[config.mk]
export PLATFORM = sky130hd
export DESIGN_NAME = mem_access_unit
export DESIGN_NICKNAME = d
export VERILOG_FILES = /design/src/rtl/cpu_pkg.sv /design/src/rtl/mem_timeout_cnt.sv /design/src/rtl/mem_access_unit.sv
export SDC_FILE = /design/constraint.sdc
export NUM_CORES = 1
export LEC_CHECK = 0
export ABC_CLOCK_PERIOD_IN_PS = 1900
export CAP_MARGIN = 20
export CORE_ASPECT_RATIO = 1.25
export CORE_MARGIN = 2
export CORE_UTILIZATION = 42
export DETAILED_ROUTE_END_ITERATION = 6
export PLACE_DENSITY_LB_ADDON = 0.15
export SYNTH_ARGS = -nofsm -noshare
export SYNTH_HDL_FRONTEND = slang
export SYNTH_SLANG_ARGS = --single-unit
export TNS_END_PERCENT = 100
[constraint.sdc]
create_clock -name clk -period 1.9 [get_ports clk]
set_input_delay 0.285 -clock clk [delete_from_list [all_inputs] [get_ports clk]]
set_output_delay 0.285 -clock clk [all_outputs]
set_load 0.005 [all_outputs]
[src/rtl/cpu_pkg.sv]
// cpu_pkg: shared state encoding and default word width for the multicycle CPU slice.
package cpu_pkg;
  localparam int WORD_W_DEF = 16;
  typedef enum logic [1:0] {IDLE, READ, WRITE, DONE} mau_state_e;
endpackage

[src/rtl/mem_timeout_cnt.sv]
// mem_timeout_cnt: clear/enable cycle counter flagging the cycle whose edge reaches TIMEOUT_CYC.
module mem_timeout_cnt #(
  parameter int TIMEOUT_CYC = 255
) (
  input  logic clk,
  input  logic reset_n,
  input  logic clr,
  input  logic en,
  output logic tc
);
  localparam int W = $clog2(TIMEOUT_CYC) + 1;
  logic [W-1:0] cnt;
  always_ff @(posedge clk or negedge reset_n)
    if (!reset_n) cnt <= '0;
    else cnt <= clr ? '0 : en ? cnt + 1'b1 : cnt;
  assign tc = en && cnt == W'(TIMEOUT_CYC - 1);
endmodule

[src/rtl/mem_access_unit.sv]
// mem_access_unit: turns level-style CPU memory requests into a readM/writeM handshake with IR/MDR capture.
module mem_access_unit import cpu_pkg::*; #(
  parameter int WORD_W      = WORD_W_DEF,
  parameter int TIMEOUT_CYC = 255
) (
  input  logic              clk,
  input  logic              reset_n,
  input  logic              mem_read,
  input  logic              mem_write,
  input  logic              ir_write,
  input  logic              iord,
  input  logic [WORD_W-1:0] pc,
  input  logic [WORD_W-1:0] alu_out,
  input  logic [WORD_W-1:0] store_data,
  output logic              readM,
  output logic              writeM,
  output logic [WORD_W-1:0] address,
  output logic [WORD_W-1:0] m_wdata,
  input  logic [WORD_W-1:0] m_rdata,
  input  logic              inputReady,
  input  logic              ackOutput,
  output logic [WORD_W-1:0] instr,
  output logic [WORD_W-1:0] mdr,
  output logic              busy,
  output logic              done,
  output logic              mem_err
);
  mau_state_e state, state_nxt;
  logic acc, rd_ok, wr_ok, tc, dest_ir;
  mem_timeout_cnt #(.TIMEOUT_CYC(TIMEOUT_CYC)) u_cnt (
    .clk(clk), .reset_n(reset_n), .clr(acc), .en(readM || writeM), .tc(tc)
  );
  always_ff @(posedge clk or negedge reset_n)
    if (!reset_n) state <= IDLE;
    else state <= state_nxt;
  always_comb begin
    acc       = state == IDLE && (mem_read || mem_write);
    rd_ok     = state == READ && inputReady;
    wr_ok     = state == WRITE && ackOutput;
    readM     = state == READ;
    writeM    = state == WRITE;
    done      = state == DONE;
    busy      = readM || writeM || acc;
    state_nxt = acc ? (mem_read ? READ : WRITE) :
                (rd_ok || wr_ok || tc || done) ? (done ? IDLE : DONE) : state;
  end
  // a response on the terminal-count edge wins over the timeout
  always_ff @(posedge clk or negedge reset_n)
    if (!reset_n) begin
      address <= '0;
      m_wdata <= '0;
      dest_ir <= 1'b0;
      instr   <= '0;
      mdr     <= '0;
      mem_err <= 1'b0;
    end else begin
      if (acc) begin
        address <= iord ? alu_out : pc;
        m_wdata <= store_data;
        dest_ir <= ir_write;
      end
      if (rd_ok && dest_ir) instr <= m_rdata;
      if (rd_ok && !dest_ir) mdr <= m_rdata;
      if ((acc && mem_read && mem_write) || (tc && !rd_ok && !wr_ok)) mem_err <= 1'b1;
    end
endmodule

==> flow_metrics.py <==
metrics = {
    "run_status": {
        "outcome": "finished, final reports clean",
    },
    "sta": {
        "timing.fmax_mhz": 557,
        "final_max_slew_violation_count": 0,
        "period_share": 0.945,
        "fin_tns_setup_ns": 0,
        "finalHoldViolations": 0,
        "final.setup_skew_ns": 0.00606,
        "final-setup-viol-count": 0,
        "fin_crit_ns": 1.80,
        "grt_setup_unrepaired": "no",
        "maxSlewHeadroom": 0.674,
        "worst-slew-pin-transition_ns": 0.489,
        "setup_ws_ns": 0.104,
        "hold-worst-slack_ns": 0.434,
    },
    "clocking": {
        "tritoncts.num_buffers": 9,
        "worstSkewPairLatency_ns": 0.34,
        "ctsLongestPathBuffers": 2,
        "cts_sinks": 77,
        "cts-root-buf": "clkbuf_8",
        "htreeDepth": 3,
        "cts_tree": "yes",
        "worst_setup_hold_path_clk_slew_ns": 0.08,
    },
    "route": {
        "drt_wl_total_mm": 7.68,
        "dr_total_vias": 2599,
        "vias_per_cell": 4.91,
        "route.antenna.remaining_nets": 0,
        "drt_iter0_markers": 99,
        "drtPass1Iterations": 4,
        "detail_route.drc_violations": 0,
        "avgRoutedWirePerCell_um": 14.5,
    },
    "place": {
        "dp.cells": 510,
        "place_congestion": 0.802,
        "dp_slack_ns": 0.118,
        "place.detailed.hpwl_mm": 5.78,
        "dpl-instance-area_mm2": 0.00482,
        "io_buffer_count": 140,
    },
    "global_routing": {
        "grt_start_max_net_pins": 50,
        "grt_overflow_total": 0,
        "grt_pass1_wl_mm": 12.2,
        "grt_antenna_before_repair": 0,
        "first_global_vias": 2643,
        "groute.usage.overall": 0.192,
    },
    "floorplan": {
        "start_util": 0.436,
        "die_area_mm2": 0.00841,
        "core-area_mm2": 0.00740,
        "die_outline_width_um": 82.4,
        "floorplan.die.height_um": 102,
        "io_pins": 141,
        "rows": 35,
    },
    "pwr": {
        "total_power_consumption_of_the_routed_design_mw": 7.73,
        "power-per-cell-area_mw_per_mm2": 1510,
        "irDropWorstVdd_v": 0.000776,
        "total_leakage_power_nw": 2.31,
    },
    "logic_synthesis": {
        "synth.yosys.warnings": 0,
        "yosys.cell_types.count": 28,
        "postSynthAreaPerCell_um2": 11.6,
        "synth_seq_area_share": 0.597,
        "yosys.area.top_type": "dfrtp_1",
        "yosys-top-cells-area": "dfrtp_1 60%, mux2_2 11%, nand2_1 8.3%",
        "synth-seq-cells": 77,
        "synth_area_mm2": 0.00323,
        "mappedNetlistNets": 357,
        "netlist.area_leader.share": 0.597,
        "postSynthCellCount": 279,
    },
    "final_layout": {
        "final_core_utilization": 0.691,
        "growth_of_design_area_from_synthesis_to_finish_pct": 58.4,
        "layout.cells.most_common": "clkdlybuf4s50_1",
        "antenna-diode-count": 0,
        "share_of_layout_cells_above_drive_strength_1": 0.158,
        "multiInputGateArea_mm2": 0.00126,
        "post-route-cell-area_mm2": 0.00511,
        "mostFrequentLayoutCells": "136 x clkdlybuf4s50_1, 77 x dfrtp_1, 71 x nand2_1",
        "final_nets": 510,
        "fill_cells": 594,
        "ff_latch_area_mm2": 0.00193,
        "fin_cells": 529,
    },
    "critical_path": {
        "startpoint_type": "flip-flop",
        "critical_path_fanouts_max": 4,
        "timing.rr.start": "state[0]$_DFFE_PN0P_",
        "crit_path_capture_type": "output pin",
        "crit_path_max_incr_delay_ns": 0.52,
        "worstPathArrival_ns": 1.51,
        "timing.critical_path.slowest_stage_cell": "clkdlybuf4s50_1",
        "timing.rr.end": "state[1]$_DFFE_PN0P_",
        "r2r_setup_slack_ns": 0.28,
        "r2r_cells": 5,
        "critPathKind": "reg2out",
        "cp_data_required_time_ns": 1.62,
        "crit_path_cell_trace": "inv_2 > ha_4 > clkdlybuf4s50_1",
    },
    "worst_hold_path": {
        "worst_hold_path_type": "in2async",
    },
    "run": {
        "timing.max_cap.violations": 0,
    },
}
## critical path: cells and delay by family (launching register included)
family,cells,cell delay (ns)
buf+inv,2,0.62
fa+ha+maj,1,0.15
flops,1,0.40
## synthesized netlist by cell type
cell      number
a211oi_1       1
a22o_1         2
xor2_1         2
o21a_1         1
nand3_1        2
clkbuf_1       5
or4b_4         1
or3_1          2
nand4_1        3
a21oi_1        6
mux2i_1       16
dfrtp_1       77
or4_1          2
a31oi_1        3
o31ai_1        2
o21ai_1        2
mux2_2        32
nor2_1         8
buf_2          7
o21ai_0       18
xnor2_1        2
nand3_4        1
nand2_1       71
buf_4          1
nand3b_1       1
inv_1          4
nand2b_1       1
ha_1           6
## routing by layer
metal	vias up	wire (um)	GRT usage
met3	12	531	0.0336
met4	0	161	0.100
met5	-	0	0
met2	90	3940	0.334
met1	1242	3060	0.223
li1	1255	-	-
## layout make-up
class,instances,share of cell area
clock buffer,10,0.0250
tap,92,0.0225
timing repair buffer,155,0.304
sequential,77,0.377
inverter,4,0.00294
multi-input combinational,185,0.247
clock inverter,6,0.0218
## kinds of logic after synthesis
kind of cell               after synthesis  share of synthesized area
AOI/OAI and AO/OA                       35                     0.0609
xor gates and xnor gates                 4                     0.0109
adders and majority gates                6                     0.0233
buffers and inverters                   17                     0.0236
DFF                                     77                      0.597
muxes                                   48                      0.161
and+or+nand+nor                         92                      0.123
## sequential cells by signal, indices dropped and copies added, names as in the netlist
name,cells
u_cnt.cnt,9
mdr,16
state,2
address,16
m_wdata,16
dest_ir,1
mem_err,1
instr,16
## worst max path at each step
| stage | end | cells past startpoint | slack (ns) | startpoint |
|---|---|---|---|---|
| final | readM | 3 | 0.10 | state[1]$_DFFE_PN0P_ |
| after global routing | readM | 3 | 0.04 | state[1]$_DFFE_PN0P_ |
| after CTS | readM | 3 | -0.005 | state[1]$_DFFE_PN0P_ |
| after detailed placement | busy | 4 | 0.12 | state[0]$_DFFE_PN0P_ |
| after global placement | busy | 4 | 0.15 | mem_read |
| after floorplan | state[0]$_DFFE_PN0P_ | 6 | 0.25 | state[0]$_DFFE_PN0P_ |
## where the power goes
group | total (mW) | leakage [nW] | switching (mW) | internal [mW]
combinational | 3.47 | 1.24 | 1.30 | 2.16
sequential | 2.80 | 0.945 | 0.405 | 2.39
clock | 1.46 | 0.116 | 0.591 | 0.873
total | 7.73 | 2.31 | 2.30 | 5.43
## timing repair
action                                 CTS  global route
setup buffers                            2             0
gates resized for setup                  5             4
cloned                                   0             0
endpoints found under the hold margin   36             0
pin swaps                                1             0
setup endpoints to repair                2             3
hold buffers                             1             0
Power figures use the tool's default switching activity.
